===== config.mk =====
export PLATFORM = sky130hd
export DESIGN_NAME = ef_bus_arb
export DESIGN_NICKNAME = d
export VERILOG_FILES = /design/src/rtl/ef_bus_arb.sv
export SDC_FILE = /design/constraint.sdc
export NUM_CORES = 1
export LEC_CHECK = 0
export BUFFER_PORTS_ARGS = -buffer_cell sky130_fd_sc_hd__buf_2
export CAP_MARGIN = 40
export CORE_ASPECT_RATIO = 0.9
export CORE_MARGIN = 2
export CORE_UTILIZATION = 50
export DETAILED_ROUTE_END_ITERATION = 6
export PLACE_DENSITY_LB_ADDON = 0.1
export RECOVER_POWER = 50
export SYNTH_ARGS = -nofsm -noshare
export SYNTH_HDL_FRONTEND = slang
export SYNTH_SLANG_ARGS = --single-unit

===== constraint.sdc =====
create_clock -name clk -period 8.1 [get_ports clk]
set_input_delay 0.81 -clock clk [delete_from_list [all_inputs] [get_ports clk]]
set_output_delay 0.81 -clock clk [all_outputs]
set_load 0.03 [all_outputs]

===== src/rtl/ef_bus_arb.sv =====
// Shared external bus arbiter for a flash and a LAN91C111: round-robin grant,
// fixed setup/strobe/hold timing and one dead TURN cycle between transfers.
module ef_bus_arb #(
  parameter int AW     = 23,
  parameter int DW     = 32,
  parameter int SETUP  = 1,
  parameter int HOLD   = 1,
  parameter int FL_STB = 4,
  parameter int EN_STB = 3
) (
  input  logic              clk,
  input  logic              rst,
  input  logic [1:0]        req,
  input  logic [1:0]        we,
  input  logic [3:0]        be,
  input  logic [2*AW-1:0]   adr,
  input  logic [2*DW-1:0]   wdt,
  output logic [1:0]        ack,
  output logic [DW-1:0]     rdt,
  output logic [AW-1:0]     bus_a,
  output logic [DW-1:0]     bus_d_o,
  output logic              bus_d_oe,
  input  logic [DW-1:0]     bus_d_i,
  output logic              flash_ce_n,
  output logic              flash_oe_n,
  output logic              flash_we_n,
  output logic              enet_rd_n,
  output logic              enet_wr_n,
  output logic [3:0]        enet_be_n
);

  localparam int MAX1 = (SETUP > HOLD) ? SETUP : HOLD;
  localparam int MAX2 = (FL_STB > EN_STB) ? FL_STB : EN_STB;
  localparam int MAXC = (MAX1 > MAX2) ? MAX1 : MAX2;
  localparam int CW   = (MAXC > 1) ? $clog2(MAXC) : 1;

  typedef enum logic [2:0] {S_IDLE, S_SETUP, S_STROBE, S_HOLD, S_TURN} state_t;

  state_t          state_q, state_d;
  logic [CW-1:0]   cnt_q, cnt_d;
  logic            g_q, g_d, last_q, last_d, we_q, we_d;
  logic [AW-1:0]   adr_q, adr_d;
  logic [DW-1:0]   wdt_q, wdt_d;
  logic [3:0]      be_q, be_d;

  logic            act_d, stb_d;
  logic [1:0]      ack_d;

  always_comb begin
    state_d = state_q;
    cnt_d   = cnt_q;
    g_d     = g_q;
    last_d  = last_q;
    we_d    = we_q;
    adr_d   = adr_q;
    wdt_d   = wdt_q;
    be_d    = be_q;
    case (state_q)
      S_IDLE: begin
        if (|req) begin
          // On a tie the requester not granted last wins.
          g_d     = (req == 2'b11) ? ~last_q : req[1];
          last_d  = g_d;
          we_d    = we[g_d];
          adr_d   = g_d ? adr[2*AW-1:AW] : adr[AW-1:0];
          wdt_d   = g_d ? wdt[2*DW-1:DW] : wdt[DW-1:0];
          be_d    = be;
          state_d = S_SETUP;
          cnt_d   = CW'(SETUP - 1);
        end
      end
      S_SETUP: begin
        if (cnt_q == '0) begin
          state_d = S_STROBE;
          cnt_d   = g_q ? CW'(EN_STB - 1) : CW'(FL_STB - 1);
        end else begin
          cnt_d = cnt_q - CW'(1);
        end
      end
      S_STROBE: begin
        if (cnt_q == '0) begin
          state_d = S_HOLD;
          cnt_d   = CW'(HOLD - 1);
        end else begin
          cnt_d = cnt_q - CW'(1);
        end
      end
      S_HOLD: begin
        if (cnt_q == '0) state_d = S_TURN;
        else             cnt_d   = cnt_q - CW'(1);
      end
      default: state_d = S_IDLE;
    endcase

    act_d = (state_d == S_SETUP) || (state_d == S_STROBE) || (state_d == S_HOLD);
    stb_d = (state_d == S_STROBE);
    ack_d = '0;
    if ((state_d == S_HOLD) && (cnt_d == '0)) ack_d = g_d ? 2'b10 : 2'b01;
  end

  // Outputs are registered from next-state values so they align with the state cycle.
  always_ff @(posedge clk or posedge rst) begin
    if (rst) begin
      state_q    <= S_IDLE;
      cnt_q      <= '0;
      g_q        <= 1'b0;
      last_q     <= 1'b1;
      we_q       <= 1'b0;
      adr_q      <= '0;
      wdt_q      <= '0;
      be_q       <= '0;
      ack        <= '0;
      rdt        <= '0;
      bus_a      <= '0;
      bus_d_o    <= '0;
      bus_d_oe   <= 1'b0;
      flash_ce_n <= 1'b1;
      flash_oe_n <= 1'b1;
      flash_we_n <= 1'b1;
      enet_rd_n  <= 1'b1;
      enet_wr_n  <= 1'b1;
      enet_be_n  <= 4'hF;
    end else begin
      state_q    <= state_d;
      cnt_q      <= cnt_d;
      g_q        <= g_d;
      last_q     <= last_d;
      we_q       <= we_d;
      adr_q      <= adr_d;
      wdt_q      <= wdt_d;
      be_q       <= be_d;
      ack        <= ack_d;
      if ((state_q == S_STROBE) && (cnt_q == '0) && !we_q) rdt <= bus_d_i;
      bus_a      <= act_d ? adr_d : '0;
      bus_d_o    <= (act_d && we_d) ? wdt_d : '0;
      bus_d_oe   <= act_d && we_d;
      flash_ce_n <= !(act_d && !g_d);
      flash_oe_n <= !(stb_d && !g_d && !we_d);
      flash_we_n <= !(stb_d && !g_d && we_d);
      enet_rd_n  <= !(stb_d && g_d && !we_d);
      enet_wr_n  <= !(stb_d && g_d && we_d);
      enet_be_n  <= (act_d && g_d) ? ~be_d : 4'hF;
    end
  end

endmodule


# Word-level counts from Yosys, hierarchy flattened
# Cells that the tools add are included.
dict set report word_totals {
  regBits 166
  latch_bits 0
  ram_bits 0
  romBits 0
  out_inout_bits 99
  word_cells 88
  memories 0
}
dict set report op_classes {
  addsub 1
  n_mul 0
  div 0
  magnitude_cmp 1
  eq_ne 7
  n_shift 0
  muxes 31
  n_bitwise 2
  n_reduce_logical 27
}
# operator n
set ops {}
lappend ops {{32-bit 2-to-1 mux} 4}
lappend ops {{23-bit 2-to-1 mux} 4}
lappend ops {{3-bit by 2-bit equality test with 1-bit output (second input constant)} 4}
lappend ops {{1-bit logical AND} 12}
lappend ops {{2-bit 2-to-1 mux} 6}
lappend ops {{3-bit 2-to-1 mux} 4}
lappend ops {{4-bit 2-to-1 mux} 3}
lappend ops {{3-bit case mux with 4 select lines} 1}
lappend ops {{1-bit zero test} 8}
lappend ops {{1-bit 2-to-1 mux} 8}
lappend ops {{2-bit case mux with 4 select lines} 1}
lappend ops {{3-bit by 1-bit equality test with 1-bit output (second input constant)} 2}
lappend ops {{2-bit zero test} 2}
lappend ops {{4-bit inverter} 1}
lappend ops {{3-bit zero test} 1}
lappend ops {{2-bit equality test (second input constant)} 1}
lappend ops {{1-bit logical OR} 2}
lappend ops {{1-bit by 2-bit less-than comparator with 1-bit output (second input constant)} 1}
lappend ops {{2-bit AND reduction} 1}
lappend ops {{2-bit OR reduction} 1}
lappend ops {{2-bit by 1-bit subtractor with 2-bit output (second input constant)} 1}
lappend ops {{1-bit inverter} 1}

# Logic depth before layout (Yosys ltp)
# Gate-level depths: netlist of run 1.
dict set report depth {
  ltp_word 9
  ltp_mapped 8
  ltp_nobuf 6
}

# Worst setup path before layout of run 1
# No wires, ideal clock.
dict set report synth_path {
  path_kind {input port to flip-flop}
  start {in req[1]}
  end {reg enet_be_n[3]}
  arrival_time_ns 1.895
  required_time_ns 8.036
  setup_slack_ns 6.140
  path_stages 6
  path_cell_list {or2_1 -> and2_1 -> buf_2 -> buf_2 -> mux2_1 -> nand3_1}
}
dict set report synth_between {
  elab_cells_between_ends 17
  classes_between {4 x eq/ne; 8 x mux; 1 x bitwise; 4 x reduce/logical}
}
# item line_no
set synth_rtl {}
lappend synth_rtl {{start, declared} 13} ;# input logic [1:0] req,
lappend synth_rtl {{2-bit OR reduction} 60} ;# if (|req) begin
lappend synth_rtl {{4-bit 2-to-1 mux} 60}
lappend synth_rtl {{4-bit 2-to-1 mux} 58} ;# case (state_q)
lappend synth_rtl {{named net be_d[3]} 44} ;# logic [3:0] be_q, be_d;
lappend synth_rtl {{4-bit inverter} 142} ;# enet_be_n <= (act_d && g_d) ? ~be_d : 4'hF;
lappend synth_rtl {{4-bit 2-to-1 mux} 142}
lappend synth_rtl {{end signal, assigned} 142}
lappend synth_rtl {{end, declared} 29} ;# output logic [3:0] enet_be_n
# The timed path passes the listed nets, and every way through them passes these cells.
# A chain may end at the register's enable or synchronous reset.

==> results of run 1 <==
==> power groups by stage <==
stage | logic (µW) | registers, µW | clock network, µW
2_1_floorplan | 894 | 1860 | 0
3_3_place_gp | 1730 | 1410 | 0
3_5_place_dp | 1790 | 1420 | 0
4_1_cts | 1800 | 1410 | 964
5_1_grt | 1870 | 1460 | 1000
6_report | 1710 | 1410 | 946
==> synth_stat cells, types with 2 or more instances <==
library cell,instances,area share
nand2_1,8,0.0044
a21oi_1,60,0.044
mux2_4,30,0.067
buf_2,30,0.022
buf_6,2,0.0033
a211oi_1,55,0.061
mux2i_1,56,0.083
ha_1,3,0.0056
nand3_1,9,0.0067
buf_12,3,0.0089
nor2_1,58,0.032
o21ai_0,2,0.0015
mux2_2,7,0.012
dfrtp_1,156,0.58
buf_1,2,0.0011
nor3b_1,3,0.0033
dfstp_2,10,0.039
inv_1,6,0.0033
==> cell type report <==
type	instances	area, µm²	share of cell area
Clock buffer	25	525.5	0.06077
Clock inverter	7	185.2	0.02142
Inverter	7	27.53	0.003183
Multi-Input combinational cell	308	2318	0.2681
Sequential cell	166	4167	0.4818
Tap cell	168	210.2	0.02431
Timing Repair Buffer	256	1214	0.1404
==> cells by family after synthesis <==
logic type      Yosys count
fa+ha+maj                 3
buf+inv                  45
mux                      94
simple gates             84
flops                   166
compound gates          126
xor+xnor                  1
==> stage by stage <==
stage                     cell area (µm²)  setup WS (ns)    util  instances  hold slack [ns]
final                                8647          3.873  0.6520        937           0.5067
after global routing                 8647          3.058  0.6520        937           0.5126
after CTS                            8785          5.432  0.6624        937           0.2945
after detailed placement             8074          5.099  0.6088        905           0.4908
after global placement               8019          5.059  0.6046        903           0.4668
after floorplan                      6760          2.817       -        519           0.4551
==> flip-flops by register name, summed over array words and instances (netlist names), 2 cells and up <==
register / flops
wdt_q: 32
bus_a: 23
ack: 2
bus_d_o: 32
state_q: 3
adr_q: 23
rdt: 32
cnt_q: 2
enet_be_n: 4
be_q: 4
==> path summary, 6_finish.rpt <==
check | from | end | slack [ns] | cells after the start
setup / recovery | rst | wdt_q[5] | 3.87 | 4
hold / removal | be_q[2] | be_q[2] | 0.51 | 1
setup reg to reg | state_q[1] | enet_be_n[3] | 5.12 | 6
hold reg to reg | be_q[2] | be_q[2] | 0.51 | 1
max in group clk | state_q[1] | enet_be_n[3] | 5.12 | 6
min in group asynchronous | rst | bus_d_o[5] | 0.52 | 2
==> per-layer routing <==
layer,GRT usage,up-vias,share of wire
met5,0,-,0
met4,0.05788,0,0.011
met3,0.07290,14,0.065
met2,0.3305,139,0.49
met1,0.2689,2270,0.43
li1,-,2331,-
==> worst max-delay path, delay by kind of cell <==
family	cells	cell delay (ns)
buffers and inverters	4	3.17
==> summary.md, run 1 <==
| Metric | Value |
|---|---|
| Worst-path cell chain | `buf_2 > clkinvlp_2 > buf_16 > clkbuf_1` |
| Hold Buf Count CTS | `0` |
| Layout fillers | `1083` |
| Failing checks | `capacitance limit, slew limit` |
| Core area | `0.01326 mm²` |
| CP endpoint kind | `async pin` |
| Final setup fails | `0` |
| First-pass GRT wire length | `23230 µm` |
| FP Rows | `40` |
| Slew Viols, Final | `58` |
| Worst Clk Skew | `0.009884 ns` |
| Post-Syn Area | `0.006760 mm²` |
| Largest net degree at the start of global routing | `95` |
| Layout cells sized above 1 | `0.3186` |
| Status | `complete, but fails checks` |
| Routability congestion estimate | `0.7634` |
| VDD IR-drop max | `0.2479 mV` |
| Fmax | `236.6 MHz` |
| RSZ-0062 raised after global routing | `false` |
| Reg power frac | `0.347` |
| TritonCTS Sinks | `166` |
| Internal | `2439 µW` |
| Worst Path Arrival | `4.10 ns` |
| Slew HR | `-0.9654` |
| Clk pwr share | `0.233` |
| Post-DP HPWL | `10190 µm` |
| Layout area overhead | `27.91%` |
| Number of flops mapped to enable cells by yosys | `0` |
| Crit Path Class | `in -> async` |
| Total grt overflow | `0` |
| Adder-cell share of the synthesized area | `0.005552` |
| PortBufs | `250` |
| Comb pwr share | `0.420` |
| Post-Synth XOR/XNOR Area | `0.001296` |
| I/O pin total | `251` |
| Routed via count | `4754` |
| Worst path required time | `7.97 ns` |
| Period minus WS final | `4.227 ns` |
| Height of the die | `114.3 µm` |
| Max H-tree Level | `4` |
| Initial antenna violation count | `0` |
| CTS Buf Count | `17` |
| Yosys cell types | `37` |
| Net Count, Synth | `674` |
| Antenna cell count | `0` |
| Remaining DRCs | `0` |
| Net switching power | `1630 µW` |
| Commonest non-fill, non-tap cell in the layout | `dfrtp_1` |
| Yosys reg bits | `166` |
| Critical-path top delay cell | `clkbuf_1` |
| Worst Path Max Fanout | `94` |
| Starting DRT DRC Count | `287` |
| Cell Pwr Density | `470.5 mW/mm²` |
| Synth Area in Simple Gates | `0.05478` |
| Post-synth ARST share | `1.000` |
| Final ANT Viol Nets | `0` |
| Vias in the first global route | `4678` |
| Avg Cell Area, Syn | `13.03 µm²` |
| Tot Pwr | `4069 µW` |
| Root Buffer | `clkbuf_16` |
| GR Util All Layers | `0.2063` |
| CTS resizes | `0` |
| First-pass detailed-route iteration total | `6` |
| Setup TNS Final | `0 ns` |
| Top_reg_cell synth | `dfrtp_1` |
| Main combinational cell family by area after synthesis | `multiplexers` |
| Die W | `126.6 µm` |
| Switch share | `0.4005` |
| Clk_lat worst skew | `0.42 ns` |
| HP Class | `reg -> reg` |
| DRT Wirelength | `14670 µm` |
| Period utilization | `0.5219` |
| Compound-cell area share of the yosys netlist | `0.1186` |
| Initial Utilization | `0.5097` |
| # nets final | `911` |
| Cells after synthesis | `519` |
| Register area share after synthesis | `0.6163` |
| Die area | `0.01447 mm²` |
| Startpoint types | `primary input` |
| Leak | `0.004007 µW` |
| Final Hold Violating Endpoints | `0` |
| Max stage delay on crit path | `2.13 ns` |
| WL/cell | `15.66 µm` |
| Max cap viols | `1` |
| Clock transition at the registers of the reported paths | `0.06 ns` |
| Commonest non-fill, non-tap cells in the layout | `156 x dfrtp_1, 155 x buf_2, 97 x clkbuf_1` |
| CTS tree | `done` |
| Setup Fix Bufs, Post-CTS | `0` |
| Worst-margin pin slew | `2.948 ns` |
| Synth warn | `0` |
| Clock Path Buffers | `2` |
| Vias per cell | `5.074` |
| Multiplexer area fraction after synthesis | `0.1629` |
(Power assumes the default switching activity.)
==> run 2: changes to the inputs <==
Settings changed: CORE_UTILIZATION 50 to 45.
Clock period 8.1 ns to 3.6 ns, I/O delays scaled along.
==> summary.md, run 2 (synthesis results as in run 1) <==
| Metric | Value |
|---|---|
| # nets final | `914 (+0.33%)` |
| Max H-tree Level | `4 (unchanged)` |
| Antenna cell count | `0 (unchanged)` |
| Clk_lat worst skew | `0.42 ns (about the same)` |
| I/O pin total | `251 (unchanged)` |
| Setup WS pre-CTS | `1.404 ns (-3.694 ns)` |
| Gr busiest metal | `met2` |
| Die W | `133.2 µm (+5.2%)` |
| Startpoint types | `flip-flop` |
| Period utilization | `0.7068` |
| Commonest non-fill, non-tap cells in the layout | `162 x buf_2, 156 x dfrtp_1, 93 x clkbuf_1` |
| Post-DP HPWL | `10530 µm (+3.3%)` |
| GR Util All Layers | `0.1937 (-0.01257)` |
| Routability congestion estimate | `0.7845 (+2.8%)` |
| Routing usage on met2 | `0.3157 (-0.01474)` |
| Setup TNS Final | `0 ns (unchanged)` |
| Slew HR | `0.01138 (+0.9768)` |
| CP endpoint kind | `flip-flop` |
| Initial antenna violation count | `0 (unchanged)` |
| Starting DRT DRC Count | `254 (-11%)` |
| Final Worst Setup Slack | `1.056 ns (-2.817 ns)` |
| Vias in the first global route | `4867 (+4.0%)` |
| Layout fillers | `1284 (+19%)` |
| Initial Utilization | `0.4594 (-0.05028)` |
| Worst-margin pin slew | `1.483 ns (-1.465 ns)` |
| Leak | `0.003949 µW (-1.4%)` |
| Final ANT Viol Nets | `0 (unchanged)` |
| Worst path required time | `3.91 ns (-4.06 ns)` |
| Layout area overhead | `26.52%` |
| Cell Pwr Density | `1022 mW/mm² (+120%)` |
| Routed via count | `4857 (+2.2%)` |
| Worst Path Max Fanout | `165 (+76%)` |
| Biggest registers after layout | `bus_d_o (32), rdt (32), wdt_q (32)` |
| Clock Path Buffers | `2 (unchanged)` |
| Max cap viols | `0 (-1)` |
| Remaining DRCs | `0 (unchanged)` |
| Status | `finished, final reports clean` |
| TritonCTS Sinks | `166 (unchanged)` |
| Fin util | `0.5813 (-0.07069)` |
| Clock transition at the registers of the reported paths | `0.06 ns (about the same)` |
| R2r startpoint | `state_q[1]` |
| Met3 Use GR | `0.05199 (-0.02091)` |
| Crit path from | `state_q[1]` |
| Height of the die | `120.3 µm (+5.2%)` |
| First-pass detailed-route iteration total | `4 (-2)` |
| CTS Buf Count | `17 (unchanged)` |
| Largest net degree at the start of global routing | `166 (+75%)` |
| PortBufs | `250 (unchanged)` |
| Worst Path Arrival | `2.85 ns (-1.25 ns)` |
| Multi-input gate area | `0.002318 mm² (unchanged)` |
| Total grt overflow | `0 (unchanged)` |
| FF+latch area | `0.004167 mm² (unchanged)` |
| Hold path start | `req[0]` |
| Commonest non-fill, non-tap cell in the layout | `buf_2` |
| RSZ-0062 raised after global routing | `false` |
| Worst Clk Skew | `0.009003 ns (-0.0008808 ns)` |
| Die area | `0.01602 mm² (+11%)` |
| Fmax | `393.0 MHz` |
| HP Class | `in -> reg` |
| DRT Wirelength | `15070 µm (+2.7%)` |
| Period minus WS final | `2.544 ns` |
| Crit Path Class | `reg -> reg` |
| Slew Viols, Final | `0 (-100%)` |
| Root Buffer | `clkbuf_16` |
| Final setup fails | `0 (unchanged)` |
| WL/cell | `15.53 µm (-0.83%)` |
| Layout cells sized above 1 | `0.3251 (+0.006534)` |
| M1 GR Usage | `0.2514 (-0.01750)` |
| VDD IR-drop max | `0.6582 mV (+170%)` |
| FP Rows | `42 (+5.0%)` |
| First-pass GRT wire length | `23960 µm (+3.1%)` |
| CTS tree | `done` |
| Vias per cell | `5.007 (-1.3%)` |
| Core area | `0.01471 mm² (+11%)` |
| Final Hold Violating Endpoints | `0 (unchanged)` |
| Final Hold Slack | `0.1527 ns (-0.3540 ns)` |
==> run 2: cell types whose count changed in the layout (fill, tap and decap cells not counted) <==
cell           previous run  this run
clkbuf_2                  0         1
clkinvlp_4                0         2
buf_12                    0         2
buf_16                    2         0
clkinv_4                  0         1
clkinv_2                  1         4
clkbuf_1                 97        93
bufinv_16                 6         1
dlygate4sd3_1             0         1
clkbuf_8                  7         3
buf_2                   155       162
buf_8                     0         1
==> run 2: through the flow <==
step | cells | instance area [µm²] | total power (µW)
floorplan | 519 | 6764 | 6191
global placement | 935 | 8108 | 7066
detailed placement | 937 | 8150 | 7235
CTS | 970 | 8716 | 8971
global route | 970 | 8553 | 9318
finish | 970 | 8553 | 8741
==> run 2: path summary, 6_finish.rpt <==
kind	end	cells past startpoint	slack [ns]
min	last_q	2	0.15
min reg2reg	be_q[0]	1	0.50
max reg2reg	bus_a[11]	5	1.06
min in group asynchronous	rdt[6]	3	0.63
max in group asynchronous	bus_a[10]	4	1.08
max	bus_a[11]	5	1.06
==> run 2: repair_timing <==
item	CTS	global route
buffers inserted	0	0
gates resized for setup	0	0
hold buffers	1	0
endpoints found under the setup margin	0	0
hold endpoints to repair	12	0
==> run 2: power by group <==
group	switching, µW	internal, µW	total (µW)
sequential	361	2820	3180
clock	697	1000	1700
combinational	2610	1250	3860
total	3670	5070	8740
==> run 2: final cells by class <==
class                   count  share of cell area
flip-flops and latches    166              0.4871
clock inverters             8            0.008631
well taps                 198             0.02896
multi-input cells         308              0.2711
repair buffers            259              0.1447
clock buffers              24             0.05632
inverters                   7            0.003218
==> run 2: worst max-delay path, stage by stage, from the launching register on <==
cell	delay, ns
dfrtp_1	0.50
nor3_1	0.61
and2_4	0.32
buf_12	0.45
nor2_1	0.14
a211oi_1	0.28
==> run 2: routing by layer <==
| layer | wire length, µm | up-vias |
|---|---|---|
| li1 | - | 2336 |
| met1 | 6525 | 2350 |
| met2 | 7350 | 148 |
| met3 | 888 | 23 |
| met4 | 300 | 0 |
| met5 | 0 | - |
